$ cat src/rtl/frame_builder.sv
// rtl/frame_builder.sv - Ethernet II transmit frame serialiser
// Emits preamble, SFD, header, payload, zero pad and CRC-32 FCS, then holds off for the IFG.
module frame_builder #(
  parameter int MIN_PAYLOAD = 46,
  parameter int MAX_PAYLOAD = 1500,
  parameter int IFG_BYTES   = 12
) (
  input  logic        clk,
  input  logic        reset,
  input  logic        start,
  input  logic [47:0] dest_mac,
  input  logic [47:0] src_mac,
  input  logic [15:0] eth_type,
  input  logic [7:0]  pl_data,
  input  logic        pl_valid,
  input  logic        pl_last,
  output logic        pl_ready,
  output logic [7:0]  tx_data,
  output logic        tx_valid,
  input  logic        tx_ready,
  output logic        busy,
  output logic        done,
  output logic        trunc_err
);

  typedef enum logic [3:0] {
    S_IDLE, S_PREAMBLE, S_SFD, S_DEST, S_SRC, S_TYPE,
    S_PAYLOAD, S_DRAIN, S_PAD, S_FCS, S_IFG
  } state_e;

  function automatic logic [31:0] crc_byte(input logic [31:0] c, input logic [7:0] d);
    logic [31:0] r;
    r = c;
    for (int i = 0; i < 8; i++) begin
      r = (r[0] ^ d[i]) ? ((r >> 1) ^ 32'hEDB88320) : (r >> 1);
    end
    return r;
  endfunction

  state_e       state_q, state_d;
  logic [7:0]   cnt_q, cnt_d;
  logic [10:0]  pcnt_q, pcnt_d;
  logic [111:0] hdr_q, hdr_d;
  logic [31:0]  crc_q, crc_d;
  logic [7:0]   tx_data_q, tx_data_d;
  logic         tx_valid_q, tx_valid_d;
  logic         crc_en_q, crc_en_d;
  logic         last_q, last_d;
  logic         trunc_q, trunc_d;

  logic         ld, xfer;
  logic [31:0]  crc_nxt, fcs;
  logic [10:0]  pcnt_inc;

  assign ld       = !tx_valid_q || tx_ready;
  assign xfer     = tx_valid_q && tx_ready;
  // The CRC must already include the byte leaving this cycle when FCS byte 0 is loaded.
  assign crc_nxt  = (xfer && crc_en_q) ? crc_byte(crc_q, tx_data_q) : crc_q;
  assign fcs      = ~crc_nxt;
  assign pcnt_inc = pcnt_q + 11'd1;

  assign tx_data   = tx_data_q;
  assign tx_valid  = tx_valid_q;
  assign busy      = (state_q != S_IDLE);
  assign done      = xfer && last_q;
  assign trunc_err = done && trunc_q;

  always_comb begin
    state_d    = state_q;
    cnt_d      = cnt_q;
    pcnt_d     = pcnt_q;
    hdr_d      = hdr_q;
    crc_d      = crc_nxt;
    tx_data_d  = tx_data_q;
    tx_valid_d = tx_valid_q;
    crc_en_d   = crc_en_q;
    last_d     = last_q;
    trunc_d    = trunc_q;
    pl_ready   = 1'b0;

    case (state_q)
      S_IDLE: begin
        if (start) begin
          hdr_d      = {dest_mac, src_mac, eth_type};
          crc_d      = 32'hFFFF_FFFF;
          pcnt_d     = '0;
          trunc_d    = 1'b0;
          tx_data_d  = 8'h55;
          tx_valid_d = 1'b1;
          crc_en_d   = 1'b0;
          last_d     = 1'b0;
          cnt_d      = 8'd1;
          state_d    = S_PREAMBLE;
        end
      end
      S_PREAMBLE: begin
        if (ld) begin
          tx_data_d  = 8'h55;
          tx_valid_d = 1'b1;
          if (cnt_q == 8'd6) begin
            cnt_d   = '0;
            state_d = S_SFD;
          end else begin
            cnt_d = cnt_q + 8'd1;
          end
        end
      end
      S_SFD: begin
        if (ld) begin
          tx_data_d  = 8'hD5;
          tx_valid_d = 1'b1;
          state_d    = S_DEST;
        end
      end
      S_DEST, S_SRC, S_TYPE: begin
        if (ld) begin
          tx_data_d  = hdr_q[111:104];
          hdr_d      = hdr_q << 8;
          tx_valid_d = 1'b1;
          crc_en_d   = 1'b1;
          cnt_d      = cnt_q + 8'd1;
          if (state_q == S_DEST && cnt_q == 8'd5) begin
            cnt_d   = '0;
            state_d = S_SRC;
          end else if (state_q == S_SRC && cnt_q == 8'd5) begin
            cnt_d   = '0;
            state_d = S_TYPE;
          end else if (state_q == S_TYPE && cnt_q == 8'd1) begin
            cnt_d   = '0;
            state_d = S_PAYLOAD;
          end
        end
      end
      S_PAYLOAD: begin
        pl_ready = ld && (pcnt_q < 11'(MAX_PAYLOAD));
        if (ld) begin
          if (pl_valid && pcnt_q < 11'(MAX_PAYLOAD)) begin
            tx_data_d  = pl_data;
            tx_valid_d = 1'b1;
            crc_en_d   = 1'b1;
            pcnt_d     = pcnt_inc;
            if (pl_last) begin
              cnt_d   = '0;
              state_d = (pcnt_inc < 11'(MIN_PAYLOAD)) ? S_PAD : S_FCS;
            end else if (pcnt_inc == 11'(MAX_PAYLOAD)) begin
              trunc_d = 1'b1;
              state_d = S_DRAIN;
            end
          end else begin
            tx_valid_d = 1'b0;
          end
        end
      end
      S_DRAIN: begin
        // The final kept byte may still be stalled in the output register.
        pl_ready = 1'b1;
        if (ld) tx_valid_d = 1'b0;
        if (pl_valid && pl_last) begin
          cnt_d   = '0;
          state_d = S_FCS;
        end
      end
      S_PAD: begin
        if (ld) begin
          tx_data_d  = 8'h00;
          tx_valid_d = 1'b1;
          crc_en_d   = 1'b1;
          pcnt_d     = pcnt_inc;
          if (pcnt_inc >= 11'(MIN_PAYLOAD)) begin
            cnt_d   = '0;
            state_d = S_FCS;
          end
        end
      end
      S_FCS: begin
        if (ld) begin
          case (cnt_q[1:0])
            2'd0:    tx_data_d = fcs[7:0];
            2'd1:    tx_data_d = fcs[15:8];
            2'd2:    tx_data_d = fcs[23:16];
            default: tx_data_d = fcs[31:24];
          endcase
          tx_valid_d = 1'b1;
          crc_en_d   = 1'b0;
          last_d     = (cnt_q == 8'd3);
          if (cnt_q == 8'd3) begin
            cnt_d   = '0;
            state_d = S_IFG;
          end else begin
            cnt_d = cnt_q + 8'd1;
          end
        end
      end
      S_IFG: begin
        if (ld) begin
          tx_valid_d = 1'b0;
          last_d     = 1'b0;
        end
        // Idle cycles count only once the last FCS byte has left; the IDLE cycle is the final gap byte.
        if (!tx_valid_q) begin
          if (cnt_q == 8'(IFG_BYTES - 2)) begin
            cnt_d   = '0;
            state_d = S_IDLE;
          end else begin
            cnt_d = cnt_q + 8'd1;
          end
        end
      end
      default: state_d = S_IDLE;
    endcase
  end

  always_ff @(posedge clk or posedge reset) begin
    if (reset) begin
      state_q    <= S_IDLE;
      cnt_q      <= '0;
      pcnt_q     <= '0;
      hdr_q      <= '0;
      crc_q      <= 32'hFFFF_FFFF;
      tx_data_q  <= '0;
      tx_valid_q <= 1'b0;
      crc_en_q   <= 1'b0;
      last_q     <= 1'b0;
      trunc_q    <= 1'b0;
    end else begin
      state_q    <= state_d;
      cnt_q      <= cnt_d;
      pcnt_q     <= pcnt_d;
      hdr_q      <= hdr_d;
      crc_q      <= crc_d;
      tx_data_q  <= tx_data_d;
      tx_valid_q <= tx_valid_d;
      crc_en_q   <= crc_en_d;
      last_q     <= last_d;
      trunc_q    <= trunc_d;
    end
  end

endmodule

$ cat config.mk
export PLATFORM = sky130hd
export DESIGN_NAME = frame_builder
export DESIGN_NICKNAME = d
export VERILOG_FILES = /design/src/rtl/frame_builder.sv
export SDC_FILE = /design/constraint.sdc
export NUM_CORES = 1
export LEC_CHECK = 0
export ABC_AREA = 1
export BUFFER_PORTS_ARGS = -buffer_cell sky130_fd_sc_hd__buf_4
export CORE_MARGIN = 2
export CORE_UTILIZATION = 35
export CTS_BUF_LIST = sky130_fd_sc_hd__clkbuf_4
export CTS_CLUSTER_SIZE = 14
export DETAILED_ROUTE_END_ITERATION = 8
export PLACE_DENSITY_LB_ADDON = 0.1
export SLEW_MARGIN = 0
export SYNTH_ARGS = -nofsm -noshare
export SYNTH_HDL_FRONTEND = slang
export SYNTH_SLANG_ARGS = --single-unit
$ cat constraint.sdc
create_clock -name clk -period 7.24 [get_ports clk]
set_clock_uncertainty 0.15 [all_clocks]
set_input_delay 1.448 -clock clk [delete_from_list [all_inputs] [get_ports clk]]
set_output_delay 1.448 -clock clk [all_outputs]
set_load 0.05 [all_outputs]
==> results of run 1 <==
final cells by class:
cell class                      instances  area [µm²]
Fill cell                            3204       17460
Multi-Input combinational cell       1106        5161
Sequential cell                       179        4519
Timing Repair Buffer                  143        1074
Tap cell                              390       488.0
Inverter                              121       469.2
Clock inverter                         15       182.7
Clock buffer                           17       127.6
Antenna cell                            1       2.502
power breakdown:
group	internal, mW	total (mW)	leakage, nW	switching (mW)
clock	0.165	0.615	0.160	0.451
combinational	1.07	3.40	3.77	2.33
sequential	1.50	1.79	2.04	0.293
cell usage in the layout (no fill, tap or decap), types with 3 or more instances in the layout:
cell type,instances
a21oi_1,14
a22o_1,8
a31oi_1,106
buf_4,143
clkbuf_4,17
clkinv_8,6
dfrtp_1,147
dfstp_2,32
ha_1,6
inv_1,107
inv_2,10
inv_6,5
inv_8,4
nand2_1,552
nand2_2,6
nand3_1,122
nand4_1,14
nor2_1,149
nor2_2,4
nor2_4,6
nor3_1,12
o21ai_0,43
o21ai_1,3
or2_2,7
xnor2_1,4
xor2_1,26
per-layer routing:
layer | GRT usage [%] | up-vias | part of all wire [%]
met5 | 0 | - | 0
met4 | 4.477 | 0 | 1.2
met3 | 3.823 | 23 | 5.6
met2 | 31.45 | 264 | 46
met1 | 28.96 | 4564 | 48
li1 | - | 4944 | -
how the worst max path moves through the flow:
stage / from / endpoint / slack [ns]
6_report: tx_ready / pl_ready / 3.10
2_1_floorplan: reset / cnt_q[0]$_DFFE_PP0P_ / 0.84
3_5_place_dp: tx_ready / pl_ready / 3.10
4_1_cts: tx_ready / pl_ready / 3.10
3_3_place_gp: tx_ready / pl_ready / 3.12
5_1_grt: tx_ready / pl_ready / 2.97
flip-flops by register name (all words and copies together) (netlist names):
signal,flops
crc_en_q,1
cnt_q,8
hdr_q,112
pcnt_q,11
crc_q,32
tx_valid,1
state_q,4
tx_data,8
trunc_q,1
last_q,1
cells by family (layout without fill, tap and decap cells):
family | count (synthesis) | after routing | synth area share (%)
other | 0 | 1 | 0
DFF | 179 | 179 | 43.26
and+or+nand+nor | 881 | 881 | 34.84
muxes | 2 | 2 | 0.2036
xor gates and xnor gates | 30 | 30 | 2.515
adders and majority gates | 6 | 6 | 0.7185
buffers and inverters | 184 | 296 | 7.341
AOI/OAI and AO/OA | 187 | 187 | 11.13
worst min-delay path, stage by stage, from the launching register on:
cell,delay (ns)
dfrtp_1,0.38
nand2_1,0.05
o21ai_0,0.06
metrics by stage:
step           hold WS [ns]  utilization [%]
3_3_place_gp         0.3190            39.73
2_1_floorplan        0.3034                -
3_5_place_dp         0.3234            39.73
6_report             0.3605            40.79
4_1_cts              0.3606            40.78
5_1_grt              0.3852            40.79
==> qor.txt, run 1 <==
Max Cap Viol -> 0
Crit path buffers/inverters -> 3
WP data required -> 5.64 ns
most frequent CP cell -> buf_4
Worst Path Arrival -> 2.54 ns
sequential area share after synthesis -> 43.26%
Post-Syn Nets -> 1601
Non-Filler Instances -> 1972
Reg2Reg Depth -> 10
die area -> 31250 µm²
# IOs -> 139
critical path depth in cells -> 6
HP Start -> hdr_q[4]$_DFFE_PP0P_
setup TNS -> 0 ns
Post-CTS Setup Repair Bufs -> 0
cell family with most CP delay -> simple AND/OR/NAND/NOR gates
Pwr Density -> 483.4 nW/µm²
first-pass GRT wire length -> 49580 µm
initial antenna violation count -> 1
Core Box Area -> 29480 µm²
largest net degree at the start of global routing -> 134
Hold Vio Cnt, Final -> 0
distinct cell type count after synthesis -> 46
FF-to-FF End -> hdr_q[85]$_DFFE_PP0P_
CP peak stage delay -> 0.41 ns
WL per Instance -> 15.78 µm
post-synthesis cell type with the largest combined area -> dfrtp_1
period utilization -> 57.22%
crit path cell chain -> buf_4 > nor2_1 > inv_1 > nand3_1 > nand2_1 > buf_4
Die Height -> 176.8 µm
Final nets -> 1700
Fmax achieved -> 241.4 MHz
placed cell count -> 1939
total CTS buffers -> 17
Sink Count -> 179
placed cell area -> 11710 µm²
Layout area overhead -> 15.09%
Primary FF master, synth -> dfrtp_1
syn_area_per_cell -> 7.112 µm²
Synth Register Bits -> 179
worst skew pair latency -> 0.60 ns
router iterations before antenna repair -> 7
CP Max Fanout -> 7
# resized after CTS -> 0
Setup WS pre-CTS -> 3.103 ns
GRT Residual Overflow -> 0
Final Max Slew Viols -> 0
Antenna Nets Post-Route -> 0
reg-to-reg startpoint -> state_q[2]$_DFFE_PP0P_
Tmin final -> 4.142 ns
Synth top cells by count -> 552 x nand2_1, 149 x nor2_1, 147 x dfrtp_1, 122 x nand3_1, 108 x inv_1
Root Driver -> clkbuf_4
hold path cells -> 2
Remaining DRCs -> 0
outcome -> complete, no violations
GP Congestion -> 0.8506
asr flop ratio synth -> 100.0%
post-route cell area -> 12020 µm²
Synth Instances -> 1469
Tot Pwr -> 5.812 mW
Post-synth EDFFs -> 0
Mapped Area -> 10450 µm²
Post-CTS Hold Buffers -> 0
Warnings, synthesis -> 0
endpoint kind of the worst setup timing path -> output pin
share of Yosys cell area claimed by the top area cell type -> 35.21%
Final Setup Violations -> 0
slowest cell on the critical path -> nor2_1
clock tree buffer depth -> 2
Die W -> 176.8 µm
Buffers on Ports -> 138
Total GRT Usage -> 20.15%
drt total wl -> 31110 µm
maximum VDD drop -> 0.2498 mV
most common cell in the netlist -> nand2_1
Hold Path End -> hdr_q[4]$_DFFE_PP0P_
htree depth -> 4
worst-margin pin slew -> 1.152 ns
clk slew on worst S/H paths -> 0.16 ns
slew margin rel. -> 23.20%
R2R setup slack -> 3.71 ns
post-DP HPWL -> 21400 µm
Vias/cell -> 4.967
vias -> 9795
synth top area cells -> dfrtp_1 35%, nand2_1 20%, dfstp_2 8.0%
RSZ-0062 raised after global routing -> no
Initial Util -> 35.44%
worst setup margin -> 3.098 ns
vias in the first global route -> 9193
Row Count -> 63
CTS tree -> yes
path type of the worst setup path -> input port to output pin
min-delay worst type -> flop to flop
layout cells sized above 1 -> 16.07%
leakage power -> 5.969 nW
startpoint types -> input port
initial drt markers -> 820
Note: power is estimated with default switching activity, not from simulation.
==> run 2, diff against run 1 <==
Clock period 7.24 ns to 4.23 ns, I/O delays scaled along.
==> qor.txt, run 2 (synthesis gave the netlist of run 1 again) <==
clock tree buffer depth -> 2
GP Congestion -> 0.8706
drt total wl -> 31300 µm
Layout area overhead -> 15.50%
commonest non-fill, non-tap cell in the layout -> nand2_1
worst setup path startpoint -> state_q[1]$_DFFE_PP0P_
Worst Setup EP -> pl_ready
Reg2Reg Depth -> 10
Core Box Area -> 29480 µm²
endpoint kind of the worst setup timing path -> output pin
path type of the worst setup path -> flop to output pin
Final Setup Violations -> 0
router iterations before antenna repair -> 6
min-delay worst type -> input port to async pin
Remaining DRCs -> 0
Pwr Density -> 820.2 nW/µm²
outcome -> complete, no violations
post-route cell area -> 12070 µm²
Die W -> 176.8 µm
Worst Path Arrival -> 2.11 ns
worst skew pair latency -> 0.57 ns
Sink Count -> 179
Tot Pwr -> 9.897 mW
most frequent cells in the layout -> 552 x nand2_1, 149 x nor2_1, 147 x dfrtp_1
htree depth -> 4
Fmax achieved -> 322.4 MHz
vias in the first global route -> 9406
reg-to-reg startpoint -> state_q[3]$_DFFE_PP0P_
CTS tree -> yes
initial drt markers -> 838
period utilization -> 73.33%
maximum VDD drop -> 0.4151 mV
first-pass GRT wire length -> 50470 µm
setup TNS -> 0 ns
Post-CTS Setup Repair Bufs -> 0
leakage power -> 5.989 nW
max reg flops -> 112
clk slew on worst S/H paths -> 0.20 ns
Root Driver -> clkbuf_4
die area -> 31250 µm²
layout cells sized above 1 -> 16.21%
CP Max Fanout -> 19
Tmin final -> 3.102 ns
largest registers -> hdr_q (112), crc_q (32), pcnt_q (11)
RSZ-0062 raised after global routing -> no
Final Util -> 40.93%
total CTS buffers -> 17
R2R setup slack -> 1.16 ns
Die Height -> 176.8 µm
WL per Instance -> 15.83 µm
largest net degree at the start of global routing -> 115
Final nets -> 1704
slew margin rel. -> 22.99%
# IOs -> 139
Row Count -> 63
FF-to-FF End -> hdr_q[92]$_DFFE_PP0P_
Post-CTS Hold Buffers -> 0
startpoint types -> flop
Total GRT Usage -> 20.43%
vias -> 9879
worst-margin pin slew -> 1.155 ns
Max Cap Viol -> 0
Buffers on Ports -> 138
placed cell area -> 11750 µm²
# resized after CTS -> 0
Antenna Nets Post-Route -> 0
GRT Residual Overflow -> 0
Final Max Slew Viols -> 0
Vias/cell -> 4.997
Hold Vio Cnt, Final -> 0
Initial Util -> 35.44%
initial antenna violation count -> 2
WP data required -> 3.23 ns
post-DP HPWL -> 22090 µm
Largest Register -> hdr_q
run 2: per-layer routing:
layer,share of wire [%],vias to the layer above,global-route usage (%)
met1,47,4599,28.91
li1,-,4969,-
met4,2.2,0,6.026
met3,6.2,34,4.424
met2,44,277,31.30
met5,0,-,0
run 2: how the worst min path moves through the flow:
stage / start / endpoint / slack [ns] / cells past startpoint
after global placement: hdr_q[1]$_DFFE_PP0P_ / hdr_q[1]$_DFFE_PP0P_ / 0.32 / 2
final: reset / hdr_q[21]$_DFFE_PP0P_ / 0.19 / 2
after detailed placement: hdr_q[1]$_DFFE_PP0P_ / hdr_q[1]$_DFFE_PP0P_ / 0.32 / 2
after CTS: reset / hdr_q[21]$_DFFE_PP0P_ / 0.16 / 2
after floorplan: hdr_q[0]$_DFFE_PP0P_ / hdr_q[0]$_DFFE_PP0P_ / 0.30 / 2
after global routing: reset / hdr_q[21]$_DFFE_PP0P_ / 0.17 / 2
run 2: metrics by stage:
stage,std cells,setup slack (ns),hold slack [ns]
6_report,1977,1.128,0.1898
4_1_cts,1975,1.064,0.1605
3_5_place_dp,1943,1.117,0.3240
3_3_place_gp,1943,1.175,0.3200
2_1_floorplan,1469,0.8610,0.3034
5_1_grt,1976,0.8292,0.1734
run 2: worst max-delay path, stage by stage (launching register included):
cell and delay (ns):
dfrtp_1 0.44, inv_2 0.07, nor2_1 0.19, nand2_2 0.14, inv_2 0.29, nand3_1 0.13, nand2_1 0.08, buf_4 0.19
run 2: cell type report:
class                           count  area [µm²]
Sequential cell                   179        4519
Timing Repair Buffer              147        1116
Antenna cell                        2       5.005
Inverter                          121       465.4
Clock inverter                     15       183.9
Multi-Input combinational cell   1106        5161
Clock buffer                       17       127.6
Fill cell                        3212       17410
Tap cell                          390       488.0
run 2: power breakdown:
| group | leakage, nW | switching, mW | internal [mW] |
|---|---|---|---|
| sequential | 2.04 | 0.507 | 2.57 |
| clock | 0.162 | 0.755 | 0.280 |
| combinational | 3.78 | 3.94 | 1.84 |
| total | 5.99 | 5.20 | 4.69 |
